File: config.mk
export PLATFORM = sky130hd
export DESIGN_NAME = load_use_hazard_unit
export DESIGN_NICKNAME = d
export VERILOG_FILES = /design/src/rtl/load_use_hazard_unit.sv
export SDC_FILE = /design/constraint.sdc
export NUM_CORES = 1
export LEC_CHECK = 0
export ABC_CLOCK_PERIOD_IN_PS = 3250
export BUFFER_PORTS_ARGS = -buffer_cell sky130_fd_sc_hd__buf_2
export CAP_MARGIN = 20
export CORE_AREA = 4 4 41 43
export DETAILED_ROUTE_END_ITERATION = 6
export DIE_AREA = 0 0 45 47
export PLACE_DENSITY = 0.74
export SETUP_SLACK_MARGIN = 0.15
export SYNTH_ARGS = -nofsm -noshare
export SYNTH_HDL_FRONTEND = slang
export SYNTH_SLANG_ARGS = --single-unit
File: constraint.sdc
create_clock -name clk -period 3.25 [get_ports clk]
set_input_delay 0.8125 -clock clk [delete_from_list [all_inputs] [get_ports clk]]
set_output_delay 0.8125 -clock clk [all_outputs]
set_load 0.03 [all_outputs]
File: src/rtl/load_use_hazard_unit.sv
// Load-use hazard detector with a LOAD_LAT-deep in-flight load tracker.
// Optional stall counter output is enabled by defining HAZARD_STATS_EN.
module load_use_hazard_unit #(
   parameter int unsigned REG_AW       = 5,
   parameter int unsigned LOAD_LAT     = 1,
   parameter int unsigned HAS_ZERO_REG = 1
) (
   input  logic              clk,
   input  logic              rst,
   input  logic              id_valid,
   input  logic [REG_AW-1:0] id_rs,
   input  logic              id_rs_use,
   input  logic [REG_AW-1:0] id_rt,
   input  logic              id_rt_use,
   input  logic              id_memr,
   input  logic [REG_AW-1:0] id_rd,
   input  logic              flush,
   input  logic              mem_wait,
   output logic              stall,
   output logic              id_ex_bubble,
   output logic [2:0]        pending_cnt
`ifdef HAZARD_STATS_EN
   ,
   output logic [31:0]       stall_cycles
`endif
);

   logic [LOAD_LAT-1:0]             slot_v_q, slot_v_d;
   logic [LOAD_LAT-1:0][REG_AW-1:0] slot_rd_q, slot_rd_d;

   logic rs_live, rt_live;
   logic hit_any, hit, issue;
   logic [2:0] cnt;

   // Register 0 is hard-wired on MIPS, so a zero index can never be a real dependence.
   always_comb begin
      rs_live = id_rs_use & ((HAS_ZERO_REG == 0) || (id_rs != '0));
      rt_live = id_rt_use & ((HAS_ZERO_REG == 0) || (id_rt != '0));
      hit_any = 1'b0;
      for (int unsigned k = 0; k < LOAD_LAT; k++) begin
         if (slot_v_q[k] &&
             ((rs_live && (id_rs == slot_rd_q[k])) ||
              (rt_live && (id_rt == slot_rd_q[k]))))
            hit_any = 1'b1;
      end
      hit   = id_valid & hit_any;
      issue = id_valid & ~hit & ~flush & ~mem_wait;
   end

   always_comb begin
      slot_v_d  = slot_v_q;
      slot_rd_d = slot_rd_q;
      if (!mem_wait) begin
         for (int unsigned k = 1; k < LOAD_LAT; k++) begin
            slot_v_d[k]  = slot_v_q[k-1];
            slot_rd_d[k] = slot_rd_q[k-1];
         end
         slot_v_d[0]  = issue & id_memr;
         slot_rd_d[0] = id_rd;
      end
   end

   always_ff @(posedge clk or posedge rst) begin
      if (rst) begin
         slot_v_q  <= '0;
         slot_rd_q <= '0;
      end else begin
         slot_v_q  <= slot_v_d;
         slot_rd_q <= slot_rd_d;
      end
   end

   // mem_wait outranks flush: the flush is re-presented once the freeze lifts.
   always_comb begin
      stall        = 1'b0;
      id_ex_bubble = 1'b0;
      if (!rst) begin
         if (mem_wait) begin
            stall = 1'b1;
         end else if (flush) begin
            id_ex_bubble = 1'b1;
         end else begin
            stall        = hit;
            id_ex_bubble = hit;
         end
      end
   end

   always_comb begin
      cnt = '0;
      for (int unsigned k = 0; k < LOAD_LAT; k++)
         cnt = cnt + 3'(slot_v_q[k]);
      pending_cnt = rst ? '0 : cnt;
   end

`ifdef HAZARD_STATS_EN
   logic [31:0] stall_cycles_q, stall_cycles_d;

   always_comb begin
      stall_cycles_d = stall_cycles_q;
      if (stall && !mem_wait && (stall_cycles_q != '1))
         stall_cycles_d = stall_cycles_q + 32'd1;
   end

   always_ff @(posedge clk or posedge rst) begin
      if (rst) stall_cycles_q <= '0;
      else     stall_cycles_q <= stall_cycles_d;
   end

   assign stall_cycles = stall_cycles_q;
`endif

endmodule

# Word-level counts from Yosys, hierarchy flattened
# Index checks and enable logic that the tools add are counted.
# word_totals
register_bits	6
inputBits	23
output_inout_bits	5
word_cells	28
# classes
eq_ne	2
n_mux	8
bitwise_logic	10
n_reduce_logical	6
# op_table
operator	count
5-bit == test	2
5-bit nonzero test	2
1-bit two-way mux	8
1-bit bitwise AND	7
1-bit logical AND	3
1-bit NOT	3
1-bit logical OR	1

# Depth between registers and ports, before layout
# depth
ltp_word	12
mapped_depth	5
depth_no_buf	5

# Least setup slack after synthesis
# OpenSTA, ideal clock, no wires.
# synth_timing
path_kind	input port to output port
start	input id_rt[2]
end	output stall
arrival_ns	1.957
t_required_ns	2.438
slack_ns	0.480
stages	5
n_path_buf	0
cell_sequence	xnor2_1 > o2111ai_1 > nor4_1 > a22oi_1 > o2bb2ai_1
# synth_via
elab_chain_len	10
# synth_rtl
item	line	source
start: declaration	13	input logic [REG_AW-1:0] id_rt,
5-bit nonzero test	38	rt_live = id_rt_use & ((HAS_ZERO_REG == 0) || (id_rt != '0));
1-bit bitwise AND	38	
1-bit logical AND *	43	(rt_live && (id_rt == slot_rd_q[k]))))
1-bit logical OR *	42	((rs_live && (id_rs == slot_rd_q[k])) ||
1-bit logical AND *	41	if (slot_v_q[k] &&
1-bit two-way mux *	41	
1-bit bitwise AND *	46	hit = id_valid & hit_any;
1-bit two-way mux *	80	end else if (flush) begin
1-bit two-way mux *	78	if (mem_wait) begin
1-bit two-way mux *	77	if (!rst) begin
end: declaration	19	output logic stall,
# Every way passes the cells marked *; elsewhere a longest branch is shown, timed or not.

# Worst setup path in the final report
# Same ends and word-level chain as after synthesis.

==> results.json <==
{
  "status": "finished clean",
  "worstPathMaxFanout": 3,
  "cp.arrival_ps": 2060,
  "slew_violations": 0,
  "synthesis.area_um2": 428,
  "cts_hold_buf": 0,
  "syn_avg_cell_area_um2": 9.73,
  "hold_path.class": "input pin to asynchronous set/reset pin",
  "cp-startpoint": "id_rt[2]",
  "cellLeakagePower_nw": 0.281,
  "rsz0062_at_grt": "false",
  "die_h_um": 47,
  "dr.first_iter.drc_count": 8,
  "finalClockSkew_ps": 4.48,
  "overflow": 0,
  "worstSetupStartpointType": "input pin",
  "cts_resized": 0,
  "antenna_found_initial": 0,
  "diodes": 0,
  "finalHoldViolCount": 0,
  "layout-drive-gt1-share_pct": 47.1,
  "core_area_mm2": 0.00130,
  "cts.sinks": 6,
  "std_cell_rows": 13,
  "synth_flop_cell": "dfrtp_1",
  "fmax_mhz": 349,
  "synth_top_area_share_pct": 35.1,
  "synth_top_area_cell": "dfrtp_1",
  "yosys_warnings": 0,
  "cts_tree": "built",
  "synth_cell_types": 20,
  "period_share_pct": 88.3,
  "synthArstFlopShare_pct": 100,
  "ant_nets": 0,
  "clk-insertion-delay-late_ps": 240,
  "max_cap_viol_count": 0,
  "ys_ff_latch": 6,
  "nets": 95,
  "grt_max_degree": 10,
  "area_growth_pct": 35.4,
  "p_total_w": 0.000209,
  "fp.dieArea_mm2": 0.00212,
  "vias": 406,
  "place_area_um2": 557,
  "wl_um": 1020,
  "final.setup.tns_ps": 0,
  "cts_buffers": 3,
  "grt_pass1_wl_um": 1610,
  "post_cts_buffers": 0,
  "synth-edff-count": 0,
  "fin_area_um2": 579,
  "period_minus_slack_ps": 2870,
  "die_w_um": 45,
  "cts_root_buf": "clkbuf_4",
  "required_ps": 2440,
  "cts.path.max_buffers": 2,
  "avgViaCountPerCell": 4.78,
  "crit_type": "input pin to output port",
  "clk_pin_slew_ps": 40,
  "ioPinCount": 28,
  "peakVddDrop_uv": 199,
  "pwr_density_cell_mw_per_mm2": 360,
  "grtUsageTotal_pct": 10.6,
  "htreeDepth": 1,
  "holdWs_ps": 518,
  "r2r_setup_slack_ps": 1760,
  "ys_top_cells_by_count": "dfrtp_1 (6), xor2_1 (6), mux2_2 (5)",
  "r2r_start": "slot_rd_q[2]",
  "start_util_pct": 32.9,
  "ys_seq_area_share_pct": 35.1,
  "port_buffers": 25,
  "dp_hpwl_um": 881,
  "n_fill_cell": 139,
  "routedWlPerCell_um": 12.0,
  "globalplace.congestion": 0.740,
  "setup_violations": 0,
  "syn_inst": 44,
  "grt_pass1_vias": 410,
  "cp-end-kind": "output port",
  "synth_area_leaders": "dfrtp_1 (35%), mux2_2 (13%), xor2_1 (12%)",
  "drc": 0,
  "dr.pass1.iters": 4
}
[worst paths after layout]
kind / endpoint / cells past startpoint
min in group clk: slot_v_q / 1
setup reg to reg: slot_v_q / 5
hold reg to reg: slot_v_q / 1
setup / recovery: stall / 7
max in group asynchronous: slot_rd_q[1] / 2
hold / removal: slot_v_q / 2
[where the power goes]
group	internal [W]	leakage (nW)	total, W	switching (W)
Combinational	0.0000266	0.196	0.0000512	0.0000246
Sequential	0.0000820	0.0720	0.0000913	0.00000936
Clock	0.0000416	0.0138	0.0000662	0.0000245
Total	0.000150	0.281	0.000209	0.0000585
[layout by cell type (no fill, tap or decap)]
master     Yosys  final
buf_2          0     25
xnor2_1        2      2
conb_1         1      2
nor2b_1        1      1
dfrtp_1        6      6
nand2_1        2      2
inv_1          3      3
a22oi_1        1      1
o21ai_1        1      1
o2bb2ai_1      1      1
nand3b_1       1      1
o21ai_0        2      2
nor4_1         4      4
nor4bb_1       1      1
a22o_1         1      1
clkbuf_4       0      3
nor2_1         1      1
mux2_2         5      5
xor2_1         6      6
o2111ai_1      2      2
[worst max-delay path, stage by stage]
cell and delay [ps]:
buf_2 110, xnor2_1 120, o2111ai_1 110, nor4_1 310, a22oi_1 180, o2bb2ai_1 190
buf_2 220
[cell type report]
class                      instances  area [um^2]  share of cell area [%]
sequential                         6          150                    25.9
multi-input combinational         33          251                    43.4
clock buffer                       3         22.5                    3.89
timing repair buffer              25          125                    21.6
tap                               15         18.8                    3.24
inverter                           3         11.3                    1.94
[through the flow]
| step | setup WS, ps | instances | utilization, % |
|---|---|---|---|
| finish | 382 | 85 | 44.5 |
| global route | 300 | 85 | 44.5 |
| CTS | 370 | 85 | 44.5 |
| detailed placement | 360 | 82 | 42.8 |
| global placement | 421 | 82 | 42.8 |
| floorplan | 480 | 45 | - |
[state kept, by name, indices dropped and copies added, names as in the netlist]
| signal | cells |
|---|---|
| slot_rd_q | 5 |
| slot_v_q | 1 |
[kinds of logic (layout without fill, tap and decap cells)]
| family | Yosys count | in the layout | synth area share [%] |
|---|---|---|---|
| flops | 6 | 6 | 35.1 |
| mux | 5 | 5 | 13.2 |
| simple gates | 10 | 10 | 14.0 |
| xor+xnor | 8 | 8 | 16.4 |
| other cells | 1 | 2 | 0.876 |
| buf+inv | 6 | 31 | 7.02 |
| compound gates | 8 | 8 | 13.5 |
[metal layers]
layer  global-route usage [%]  up-vias  wire [um]
li1                         -      208          -
met1                     12.7      182        394
met2                     17.2       16        555
met3                     3.83        0         74
met4                     4.09        0          0
met5                        0        -          0
(Power assumes the default switching activity.)
